File: src/rtl/cpu_pkg.sv
// Shared types and widths for the mini 16-bit CPU pipeline.
// fetch_entry_t travels from the fetch buffer into decode.
package cpu_pkg;

  localparam int ADDR_W  = 4;
  localparam int INSTR_W = 16;

  typedef struct packed {
    logic [ADDR_W-1:0]  pc;
    logic [INSTR_W-1:0] instr;
  } fetch_entry_t;

endpackage

File: src/rtl/fetch_unit_if.sv
// Fetch-to-decode valid/ready channel carrying the head instruction and its PC.
// Fetch uses the master modport and decode uses the slave modport.
interface fetch_unit_if
  import cpu_pkg::*;
();

  logic               out_valid;
  logic               out_ready;
  logic [INSTR_W-1:0] out_instr;
  logic [ADDR_W-1:0]  out_pc;

  modport master (output out_valid, output out_instr, output out_pc, input out_ready);
  modport slave  (input out_valid, input out_instr, input out_pc, output out_ready);

endinterface

File: src/rtl/fetch_fifo.sv
// DEPTH-entry circular buffer of fetch entries with push, pop and flush.
// The head entry is read combinationally. Flush wins over push and pop.
module fetch_fifo
  import cpu_pkg::*;
#(
  parameter int DEPTH = 2,
  localparam int CNT_W = $clog2(DEPTH + 1)
) (
  input  logic         clk,
  input  logic         rst,
  input  logic         push,
  input  fetch_entry_t push_entry,
  input  logic         pop,
  input  logic         flush,
  output fetch_entry_t head,
  output logic [CNT_W-1:0] count,
  output logic         full,
  output logic         empty
);

  localparam int PTR_W = $clog2(DEPTH);

  fetch_entry_t     mem_q [DEPTH];
  fetch_entry_t     mem_d [DEPTH];
  logic [PTR_W-1:0] wr_ptr_q, wr_ptr_d;
  logic [PTR_W-1:0] rd_ptr_q, rd_ptr_d;
  logic [CNT_W-1:0] count_q, count_d;

  // NOTE: every always_comb output is given a default first, so no path can infer a latch.
  always_comb begin
    mem_d    = mem_q;
    wr_ptr_d = wr_ptr_q;
    rd_ptr_d = rd_ptr_q;
    count_d  = count_q;
    if (flush) begin
      wr_ptr_d = '0;
      rd_ptr_d = '0;
      count_d  = '0;
    end else begin
      if (push) begin
        mem_d[wr_ptr_q] = push_entry;
        wr_ptr_d        = wr_ptr_q + 1'b1;
      end
      if (pop) begin
        rd_ptr_d = rd_ptr_q + 1'b1;
      end
      count_d = count_q + CNT_W'(push) - CNT_W'(pop);
    end
  end

  // NOTE: storage is reset as well, because the head is visible on the outputs and must read zero out of reset.
  always_ff @(posedge clk or posedge rst) begin
    if (rst) begin
      mem_q    <= '{default: '0};
      wr_ptr_q <= '0;
      rd_ptr_q <= '0;
      count_q  <= '0;
    end else begin
      // NOTE: state is updated with non-blocking assignments only, so every flop samples pre-edge values.
      mem_q    <= mem_d;
      wr_ptr_q <= wr_ptr_d;
      rd_ptr_q <= rd_ptr_d;
      count_q  <= count_d;
    end
  end

  assign head  = mem_q[rd_ptr_q];
  assign count = count_q;
  assign full  = (count_q == CNT_W'(DEPTH));
  assign empty = (count_q == '0);

endmodule

File: src/rtl/fetch_unit.sv
// Instruction fetch stage: PC, imem address, and a fetch buffer that feeds decode.
// Define FETCH_WRAP_HALT_EN to halt after fetching the last address instead of wrapping.
module fetch_unit
  import cpu_pkg::*;
#(
  parameter int DEPTH = 2
) (
  input  logic               clk,
  input  logic               rst,
  output logic [ADDR_W-1:0]  imem_addr,
  input  logic [INSTR_W-1:0] imem_instr,
  input  logic               redirect_valid,
  input  logic [ADDR_W-1:0]  redirect_pc,
  fetch_unit_if.master       fetch_out,
  output logic               halted
);

  localparam int CNT_W = $clog2(DEPTH + 1);

  logic [ADDR_W-1:0] pc_q, pc_d;
  logic              halted_q;
  logic              pop, can_push, push;
  fetch_entry_t      head;
  logic [CNT_W-1:0]  fifo_count;
  logic              fifo_full, fifo_empty;

  // A full buffer can still accept a fetch when decode drains the head in the same cycle.
  always_comb begin
    pop      = fetch_out.out_valid && fetch_out.out_ready;
    can_push = !halted_q && (!fifo_full || pop);
    push     = can_push && !redirect_valid;
    pc_d     = pc_q;
    if (redirect_valid) begin
      pc_d = redirect_pc;
    end else if (push) begin
      pc_d = pc_q + 1'b1;
    end
  end

  always_ff @(posedge clk or posedge rst) begin
    if (rst) begin
      pc_q <= '0;
    end else begin
      pc_q <= pc_d;
    end
  end

`ifdef FETCH_WRAP_HALT_EN
  logic halted_d;

  always_comb begin
    halted_d = halted_q;
    if (redirect_valid) begin
      halted_d = 1'b0;
    end else if (push && (pc_q == '1)) begin
      halted_d = 1'b1;
    end
  end

  always_ff @(posedge clk or posedge rst) begin
    if (rst) begin
      halted_q <= 1'b0;
    end else begin
      halted_q <= halted_d;
    end
  end
`else
  assign halted_q = 1'b0;
`endif

  fetch_fifo #(.DEPTH(DEPTH)) u_fifo (
    .clk        (clk),
    .rst        (rst),
    .push       (push),
    .push_entry ('{pc: pc_q, instr: imem_instr}),
    .pop        (pop),
    .flush      (redirect_valid),
    .head       (head),
    .count      (fifo_count),
    .full       (fifo_full),
    .empty      (fifo_empty)
  );

  assign imem_addr           = pc_q;
  assign halted              = halted_q;
  assign fetch_out.out_valid = !fifo_empty;
  assign fetch_out.out_instr = head.instr;
  assign fetch_out.out_pc    = head.pc;

endmodule

File: src/flat_wrapper.sv
// flat-port wrapper written by rule: the top's interface ports become plain ports
module fetch_unit_flat import cpu_pkg::*;
#(
  parameter int DEPTH = 2
)
  (clk, rst, imem_addr, imem_instr, redirect_valid, redirect_pc, halted, fetch_out_out_valid, fetch_out_out_instr, fetch_out_out_pc, fetch_out_out_ready);
  fetch_unit_if fetch_out_i ();
  input  logic clk;
  input  logic rst;
  output logic [ADDR_W-1:0] imem_addr;
  input  logic [INSTR_W-1:0] imem_instr;
  input  logic redirect_valid;
  input  logic [ADDR_W-1:0] redirect_pc;
  output logic halted;
  output wire logic [$bits(fetch_out_i.out_valid)-1:0] fetch_out_out_valid;
  output wire logic [$bits(fetch_out_i.out_instr)-1:0] fetch_out_out_instr;
  output wire logic [$bits(fetch_out_i.out_pc)-1:0] fetch_out_out_pc;
  input wire logic [$bits(fetch_out_i.out_ready)-1:0] fetch_out_out_ready;
  assign fetch_out_out_valid = fetch_out_i.out_valid;
  assign fetch_out_out_instr = fetch_out_i.out_instr;
  assign fetch_out_out_pc = fetch_out_i.out_pc;
  assign fetch_out_i.out_ready = fetch_out_out_ready;
  fetch_unit #(.DEPTH(DEPTH)) u_core (.clk(clk), .rst(rst), .imem_addr(imem_addr), .imem_instr(imem_instr), .redirect_valid(redirect_valid), .redirect_pc(redirect_pc), .fetch_out(fetch_out_i), .halted(halted));
endmodule
File: config.mk
export PLATFORM = sky130hd
export DESIGN_NAME = fetch_unit_flat
export DESIGN_NICKNAME = d
export VERILOG_FILES = /design/src/rtl/cpu_pkg.sv /design/src/rtl/fetch_unit_if.sv /design/src/rtl/fetch_fifo.sv /design/src/rtl/fetch_unit.sv /design/src/flat_wrapper.sv
export SDC_FILE = /design/constraint.sdc
export NUM_CORES = 1
export LEC_CHECK = 0
export CAP_MARGIN = 15
export CORE_UTILIZATION = 50
export CTS_CLUSTER_SIZE = 25
export DETAILED_ROUTE_END_ITERATION = 7
export HOLD_SLACK_MARGIN = 0.02
export PLACE_DENSITY = 0.89
export SLEW_MARGIN = 10
export SYNTH_ARGS = -nofsm -noshare
export SYNTH_HDL_FRONTEND = slang
export SYNTH_HIERARCHICAL = 1
export SYNTH_SLANG_ARGS = --single-unit
File: constraint.sdc
create_clock -name clk -period 2.2 [get_ports clk]
set_input_delay 0.33 -clock clk [delete_from_list [all_inputs] [get_ports clk]]
set_output_delay 0.33 -clock clk [all_outputs]
set_load 0.05 [all_outputs]
==> reports/results.ini, run 1 <==
[run_status]
status=complete, no violations

[yosys]
synth-seq-cells=48
yosys.area.top_type=dfrtp_1
synth_commonest_cells=mux2_2 (59), dfrtp_1 (48), inv_1 (8), nor2_1 (6), buf_4 (5)
synth_edf_count=0
syn_area_per_cell_um2=14.0
synth_warnings=6
synth_fp_nets=187
synth_most_common_cell=mux2_2
yosysSeqAreaShare=0.535
synthArstFlopShare=1.00
syn_area_mm2=0.00225
synth_top_cells_by_area=dfrtp_1 (53%), mux2_2 (30%), buf_4 (1.7%)
ys.flop_type=dfrtp_1
synth_cell_types=29
synth_top_cell_area_share=0.535
synth_cells=160

[floorplan]
fp.dieH_um=69.0
die_width_um=69.0
initial_utilization=0.519
core_mm2=0.00432
std_cell_rows=24
ioPinCount=50
dieArea_mm2=0.00476

[cells_and_area]
syn2layout_area_growth_pct=27.7
final_nets=244
nFillCells=330
drive_gt1_frac=0.463
final-seq-area_mm2=0.00120
diodes=0
multiInputGateArea_um2=962
final_util=0.663

[global_routing]
grt_usage=0.192
grt_max_degree=24
antenna_found_initial=0
first_global_vias=1576
grt_first_pass_wirelength_um=7220
gr-total-overflow=0

[critical_path]
worstSetupStartpointType=flip-flop
crit_family=buffers and inverters
crit_type=flip-flop to output port
max_stage_delay_ns=0.85
cp_max_fo=7
cpMaxStageDelayCell=clkdlybuf4s50_1
critPathBufInv=1
crit_arrival_ns=1.64
worstPathCellList=clkdlybuf4s50_1
worst_ep_required_time_ns=1.87
endpoint_kind=output port

[timing]
finClkSkew_ns=0.00445
finalCritPeriodShare=0.894
rsz0062_at_grt=no
finalSetupViolCount=0
fmax_mhz=508
maxSlewViolCount=0
worstMarginPinSlew_ns=0.834
maxSlewHeadroom=0.440
period_needed_ns=1.97
finalSetupTns_ns=0
hold_viol=0

[cts]
clk_pin_slew_ns=0.08
numCtsBuffers=5
h-tree-depth=2
clock_path_buffers=2
clockRootBuffer=clkbuf_8
hold_buffers=0
postCtsSetupBuffers=0
cts_resized=0
insertion_delay_ns=0.30
cts.sinks=48
cts_tree=built

[route]
vias_per_cell=5.32
wl_per_cell_um=15.7
drc=0
routed_wl_um=4240
drtPass1Iterations=4
num_vias=1436
drt-initial-drc-count=94
antenna_left=0

[placed_design]
place.gp.congestion=0.757
place.detailed.hpwl_um=3130
port_buffers=48

[hold_path]
hp-class=input port to asynchronous set/reset pin

[power]
max-vdd-ir-drop_uv=999
p_leak_nw=1.27
powerDensity_mw_per_mm2=1650

[flow_run]
drv_cap=0

final cells by class:
cell class              instances  share of cell area
flip-flops and latches         48               0.419
multi-input cells              96               0.335
repair buffers                 58               0.181
clock buffers                   6              0.0288
well taps                      52              0.0227
inverters                       8              0.0105
clock inverters                 2             0.00349
report_power, final:
group / internal [mW] / leakage [nW] / switching (mW)
Sequential: 1.30 / 0.576 / 0.228
Clock: 0.251 / 0.0510 / 0.282
Combinational: 1.11 / 0.642 / 1.56
routing by layer:
layer	GRT usage	wire (um)
met2	0.312	2060
met4	0.0839	78
met3	0.0468	200
met5	0	0
met1	0.245	1890
sequential cells by signal, indices dropped and copies added (netlist names):
name	flops
u_core/u_fifo/count	2
u_core/imem_addr	4
u_core/u_fifo/mem_q	40
u_core/u_fifo/wr_ptr_q	1
u_core/u_fifo/rd_ptr_q	1
cell families after synthesis:
kind of cell,share of synthesized area
muxes,0.301
DFF,0.535
and+or+nand+nor,0.0473
adders and majority gates,0.0167
AOI/OAI and AO/OA,0.0440
other,0.00167
xor gates and xnor gates,0.0178
buffers and inverters,0.0368
per-stage QoR:
stage | area, um2 | hold slack, ns | std cells | setup slack (ns) | total power [mW]
detailed placement | 2780 | 0.481 | 262 | 0.0863 | 4.22
CTS | 2870 | 0.254 | 270 | 0.220 | 4.77
global route | 2870 | 0.275 | 270 | 0.179 | 4.97
global placement | 2780 | 0.474 | 262 | 0.178 | 4.15
floorplan | 2250 | 0.0961 | 160 | 0.482 | 3.48
finish | 2870 | 0.259 | 270 | 0.233 | 4.72
placed cells by master, fill, tap and decap left out, types with 2 or more instances in the layout:
cell,n
o211ai_1,2
clkdlybuf4s50_1,28
nor2_1,6
clkinv_2,2
dfrtp_1,48
mux2_2,59
nor2b_1,3
xnor2_1,2
a21boi_0,2
clkbuf_8,6
inv_1,7
nand2_1,3
buf_4,29
ha_1,3
path summary, 6_finish.rpt:
kind | slack [ns] | from | endpoint | cells past startpoint
max reg2reg | 0.39 | u_core/u_fifo/count[0] | u_core/u_fifo/mem_q[10] | 7
min reg2reg | 0.49 | u_core/u_fifo/mem_q[21] | u_core/u_fifo/mem_q[21] | 1
max | 0.23 | u_core/imem_addr[0] | imem_addr[0] | 1
min in group clk | 0.49 | u_core/u_fifo/mem_q[21] | u_core/u_fifo/mem_q[21] | 1
min | 0.26 | rst | u_core/imem_addr[1] | 2
max in group asynchronous | 1.22 | rst | u_core/u_fifo/mem_q[17] | 3
Note: power is estimated with default switching activity, not from simulation.
==> run 2: changes to the inputs <==
ABC_AREA = 1   (was not set)
CORE_UTILIZATION = 51   (was 50)
==> reports/results.ini, run 2 <==
[timing]
period_needed_ns=2.03
maxSlewViolCount=0
finalSetupViolCount=0
finClkSkew_ns=0.00627
hold_slack_ns=0.267
rsz0062_at_grt=no
fmax_mhz=493
hold_viol=0
worstMarginPinSlew_ns=0.517
finalCritPeriodShare=0.922
finalSetupTns_ns=0
maxSlewHeadroom=0.654
fin_ws_ns=0.172

[yosys]
yosys.area.top_type=dfrtp_1
synth_cells=246
synth_cell_types=21
synth_fp_nets=273
syn_area_per_cell_um2=10.0
syn_area_mm2=0.00247
synthArstFlopShare=1.00
synth-seq-cells=48
synth_most_common_cell=nand2_1
synth_warnings=6
synth_edf_count=0
synth_commonest_cells=nand2_1 (63), dfrtp_1 (48), o21ai_2 (40), inv_1 (31), mux2_2 (20)
ys.flop_type=dfrtp_1
yosysSeqAreaShare=0.486
synth_top_cells_by_area=dfrtp_1 (49%), o21ai_2 (14%), nand2_1 (9.6%)
synth_top_cell_area_share=0.486

[critical_path]
worstSetupStartpointType=flip-flop
crit_top_cell=buf_4
worstReg2RegStart=u_core/u_fifo/count[0]
crit_type=flip-flop to output port
critPathBufInv=2
crit_family=flip-flops
max_stage_delay_ns=0.60
crit_arrival_ns=1.70
cp_max_fo=10
cpMaxStageDelayCell=dfrtp_1
worst_ep_required_time_ns=1.87
rr_worst_depth=10
worstPathCellList=buf_4 -> mux2_2 -> buf_4
endpoint_kind=output port
r2r_setup_slack_ns=0.65
r2r-end=u_core/u_fifo/count[1]

[route]
vias_per_cell=5.01
drc=0
antenna_left=0
drtPass1Iterations=4
drt-initial-drc-count=116
wl_per_cell_um=13.3
routed_wl_um=4630
num_vias=1747

[placed_design]
place_ws_ns=0.336
place.gp.congestion=0.748
place.detailed.hpwl_um=3210
port_buffers=48

[floorplan]
initial_utilization=0.548
fp.dieH_um=71.6
dieArea_mm2=0.00513
ioPinCount=50
die_width_um=71.6
core_mm2=0.00450
std_cell_rows=24

[cells_and_area]
largest_register=u_core/u_fifo/mem_q
final_nets=323
final_common_cell=nand2_1
diodes=0
drive_gt1_frac=0.357
final-seq-area_mm2=0.00120
nFillCells=348
multiInputGateArea_mm2=0.00101
largest_register_ff_count=40
final_cell_mix=nand2_1 (63), dfrtp_1 (48), o21ai_2 (40)
syn2layout_area_growth_pct=21.9

[cts]
cts_resized=0
numCtsBuffers=5
hold_buffers=0
cts.sinks=48
cts_tree=built
h-tree-depth=2
insertion_delay_ns=0.30
clock_path_buffers=2
postCtsSetupBuffers=0
clk_pin_slew_ns=0.08
clockRootBuffer=clkbuf_8

[global_routing]
grt_first_pass_wirelength_um=8140
antenna_found_initial=0
gr-total-overflow=0
grt_usage=0.205
first_global_vias=1811
grt_max_degree=42

[power]
max-vdd-ir-drop_uv=754
p_leak_nw=1.53
powerDensity_mw_per_mm2=1540

[flow_run]
drv_cap=0

[run_status]
status=complete, no violations

[hold_path]
hp-class=input port to asynchronous set/reset pin

==> run 2: worst register-to-register path, delay by kind of cell, from the launching register on <==
family | cells | cell delay, ns
adder cells (fa/ha/maj) | 2 | 0.46
buffers and inverters | 3 | 0.20
flip-flops | 1 | 0.39
AND/OR/NAND/NOR | 5 | 0.39
==> run 2: worst max-delay path by stage <==
stage	endpoint	slack, ns	start	depth (start not counted)
2_1_floorplan	u_core/u_fifo/mem_q[18]	0.65	u_core/u_fifo/count[0]	8
3_3_place_gp	u_core/u_fifo/mem_q[10]	0.37	fetch_out_out_ready	7
3_5_place_dp	u_core/u_fifo/mem_q[19]	0.34	fetch_out_out_ready	7
4_1_cts	fetch_out_out_pc[2]	0.16	u_core/u_fifo/rd_ptr_q	3
5_1_grt	fetch_out_out_instr[9]	0.12	u_core/u_fifo/rd_ptr_q	3
6_report	fetch_out_out_pc[2]	0.17	u_core/u_fifo/rd_ptr_q	3
==> run 2: where the power goes <==
part	internal [mW]	switching, mW
Combinational	0.931	1.63
Sequential	1.27	0.262
Clock	0.251	0.282
==> run 2: layout make-up <==
class / instances / share of cell area
sequential: 48 / 0.399
multi-input combinational: 151 / 0.337
timing repair buffer: 55 / 0.169
inverter: 35 / 0.0436
clock buffer: 6 / 0.0274
tap: 52 / 0.0216
clock inverter: 2 / 0.00332
==> run 2: cells by family (layout without fill, tap and decap cells) <==
kind of cell,count (synthesis),after routing,share of synthesized area
AO/OA/AOI/OAI,45,45,0.153
other,1,1,0.00152
buffers and inverters,47,98,0.103
multiplexers,20,20,0.0912
flip-flops,48,48,0.486
AND/OR/NAND/NOR,82,82,0.149
adder cells (fa/ha/maj),3,3,0.0152
==> run 2: through the flow <==
step	utilization	cell area, um2	power, mW	cells
after floorplan	-	2470	3.46	246
after global placement	0.648	2920	4.04	341
after detailed placement	0.648	2920	4.11	341
after CTS	0.669	3010	4.66	349
after global routing	0.669	3010	4.91	349
final	0.669	3010	4.63	349
==> run 2: routing by layer <==
metal  up-vias  GRT usage  part of all wire
met2        34      0.343              0.52
met4         0      0.100             0.020
met5         -          0                 0
li1        883          -                 -
met1       822      0.256              0.43
met3         8     0.0408             0.034
==> run 3: changes to the inputs <==
GPL_TIMING_DRIVEN = 0   (was not set)
==> reports/results.ini, run 3 (synthesis results as in run 2) <==
[global_routing]
grt_max_degree=36
grt_first_pass_wirelength_um=8050
gr-total-overflow=0
antenna_found_initial=0
first_global_vias=1770
grt_usage=0.202

[floorplan]
ioPinCount=50
initial_utilization=0.548
dieArea_mm2=0.00513
fp.dieH_um=71.6
die_width_um=71.6
std_cell_rows=24
core_mm2=0.00450

[critical_path]
worstReg2RegStart=u_core/u_fifo/count[0]
endpoint_kind=output port
crit_type=flip-flop to output port
r2r_setup_slack_ns=0.62
rr_worst_depth=10
endpoint=fetch_out_out_pc[3]
cp_max_fo=4
cp-startpoint=u_core/u_fifo/rd_ptr_q
worst_ep_required_time_ns=1.87
r2r-end=u_core/u_fifo/count[1]
worstSetupStartpointType=flip-flop
crit_arrival_ns=1.76

[power]
p_sw_frac=0.450
p_int_mw=2.61
p_sw_mw=2.14
p_leak_nw=1.60
powerDensity_mw_per_mm2=1510
clockPowerShare=0.150
sequentialPowerShare=0.319
p_total_mw=4.75
max-vdd-ir-drop_uv=815
combPwrFrac=0.531

[cts]
insertion_delay_ns=0.29
hold_buffers=0
numCtsBuffers=5
h-tree-depth=2
clock_path_buffers=2
clockRootBuffer=clkbuf_8
clk_pin_slew_ns=0.08
cts_tree=built
postCtsSetupBuffers=0
cts.sinks=48

[placed_design]
dp_cells=347
dpl_cell_area_mm2=0.00304
place_ws_ns=0.193
place.detailed.hpwl_um=3480
port_buffers=48
place.gp.congestion=0.789

[route]
antenna_left=0
wl_per_cell_um=13.3
drc=0
num_vias=1815
drt-initial-drc-count=115
drtPass1Iterations=4
routed_wl_um=4720
vias_per_cell=5.13

[timing]
finClkSkew_ns=0.00404
worstMarginPinSlew_ns=0.509
fin_ws_ns=0.108
period_needed_ns=2.09
rsz0062_at_grt=no
hold_viol=0
finalSetupViolCount=0
finalCritPeriodShare=0.951
maxSlewViolCount=0
fmax_mhz=478
maxSlewHeadroom=0.659

[cells_and_area]
final_common_cell=nand2_1
largest_register=u_core/u_fifo/mem_q
syn2layout_area_growth_pct=27.2
largest_register_ff_count=40
drive_gt1_frac=0.301
fin_cells=354
final_nets=329
diodes=0
final_cell_mix=nand2_1 (63), dfrtp_1 (48), o21ai_2 (40)
nFillCells=341
final_cell_area_mm2=0.00314

[flow_run]
drv_cap=0

[hold_path]
hp-class=input port to asynchronous set/reset pin

[run_status]
status=complete, no violations

==> run 3: changes by cell type in the layout (fill, tap and decap cells not counted), sizes merged <==
cell / before / now
bufinv: 0 / 2
clkdlybuf4s50: 28 / 30
buf: 27 / 13
dlygate4sd2: 0 / 18
clkbuf: 6 / 5
clkinv: 2 / 0
==> run 3: worst max-delay path, cell delays in order, from the launching register on <==
cell	delay [ns]
dfrtp_1	0.42
mux2_2	0.36
clkdlybuf4s50_1	0.71
==> run 3: worst min path at each step <==
stage                                 from                      to  slack, ns  cells past startpoint
floorplan                              rst     u_core/imem_addr[0]        0.1                      1
global placement    u_core/u_fifo/mem_q[3]  u_core/u_fifo/mem_q[3]       0.46                      2
detailed placement  u_core/u_fifo/mem_q[2]  u_core/u_fifo/mem_q[2]       0.46                      2
CTS                                    rst     u_core/imem_addr[0]       0.29                      2
global route                           rst     u_core/imem_addr[0]       0.31                      2
finish                                 rst     u_core/imem_addr[1]       0.30                      2
==> run 3: final cells by class <==
type,count,area (um2),share of cell area
repair buffers,49,478,0.152
flip-flops and latches,48,1200,0.382
well taps,52,65.1,0.0207
inverters,35,131,0.0418
multi-input cells,151,1010,0.323
clock inverters,2,60.1,0.0191
plain buffers,12,124,0.0394
clock buffers,5,68.8,0.0219
==> run 3: metal layers <==
metal / vias to the layer above / global-route usage / wire (um)
li1: 898 / - / -
met1: 883 / 0.241 / 1910
met2: 32 / 0.379 / 2620
met3: 2 / 0.0352 / 169
met4: 0 / 0.0458 / 21
met5: - / 0 / 0
==> run 3: metrics by stage <==
stage / TNS [ns] / hold slack [ns] / util
3_5_place_dp: 0 / 0.465 / 0.674
5_1_grt: 0 / 0.309 / 0.698
2_1_floorplan: 0 / 0.0961 / -
6_report: 0 / 0.301 / 0.698
3_3_place_gp: -1.73 / 0.459 / 0.669
4_1_cts: 0 / 0.289 / 0.698
==> run 3: timing repair <==
item	CTS	global route
endpoints found under the setup margin	18	0
endpoints found under the hold margin	0	0
resized for setup	18	0
==> run 3: power groups by stage <==
stage	sequential, mW	clock (mW)	combinational (mW)
floorplan	1.56	0	1.90
global placement	1.51	0	2.63
detailed placement	1.53	0	2.68
CTS	1.52	0.736	2.54
global route	1.57	0.774	2.69
finish	1.51	0.714	2.52
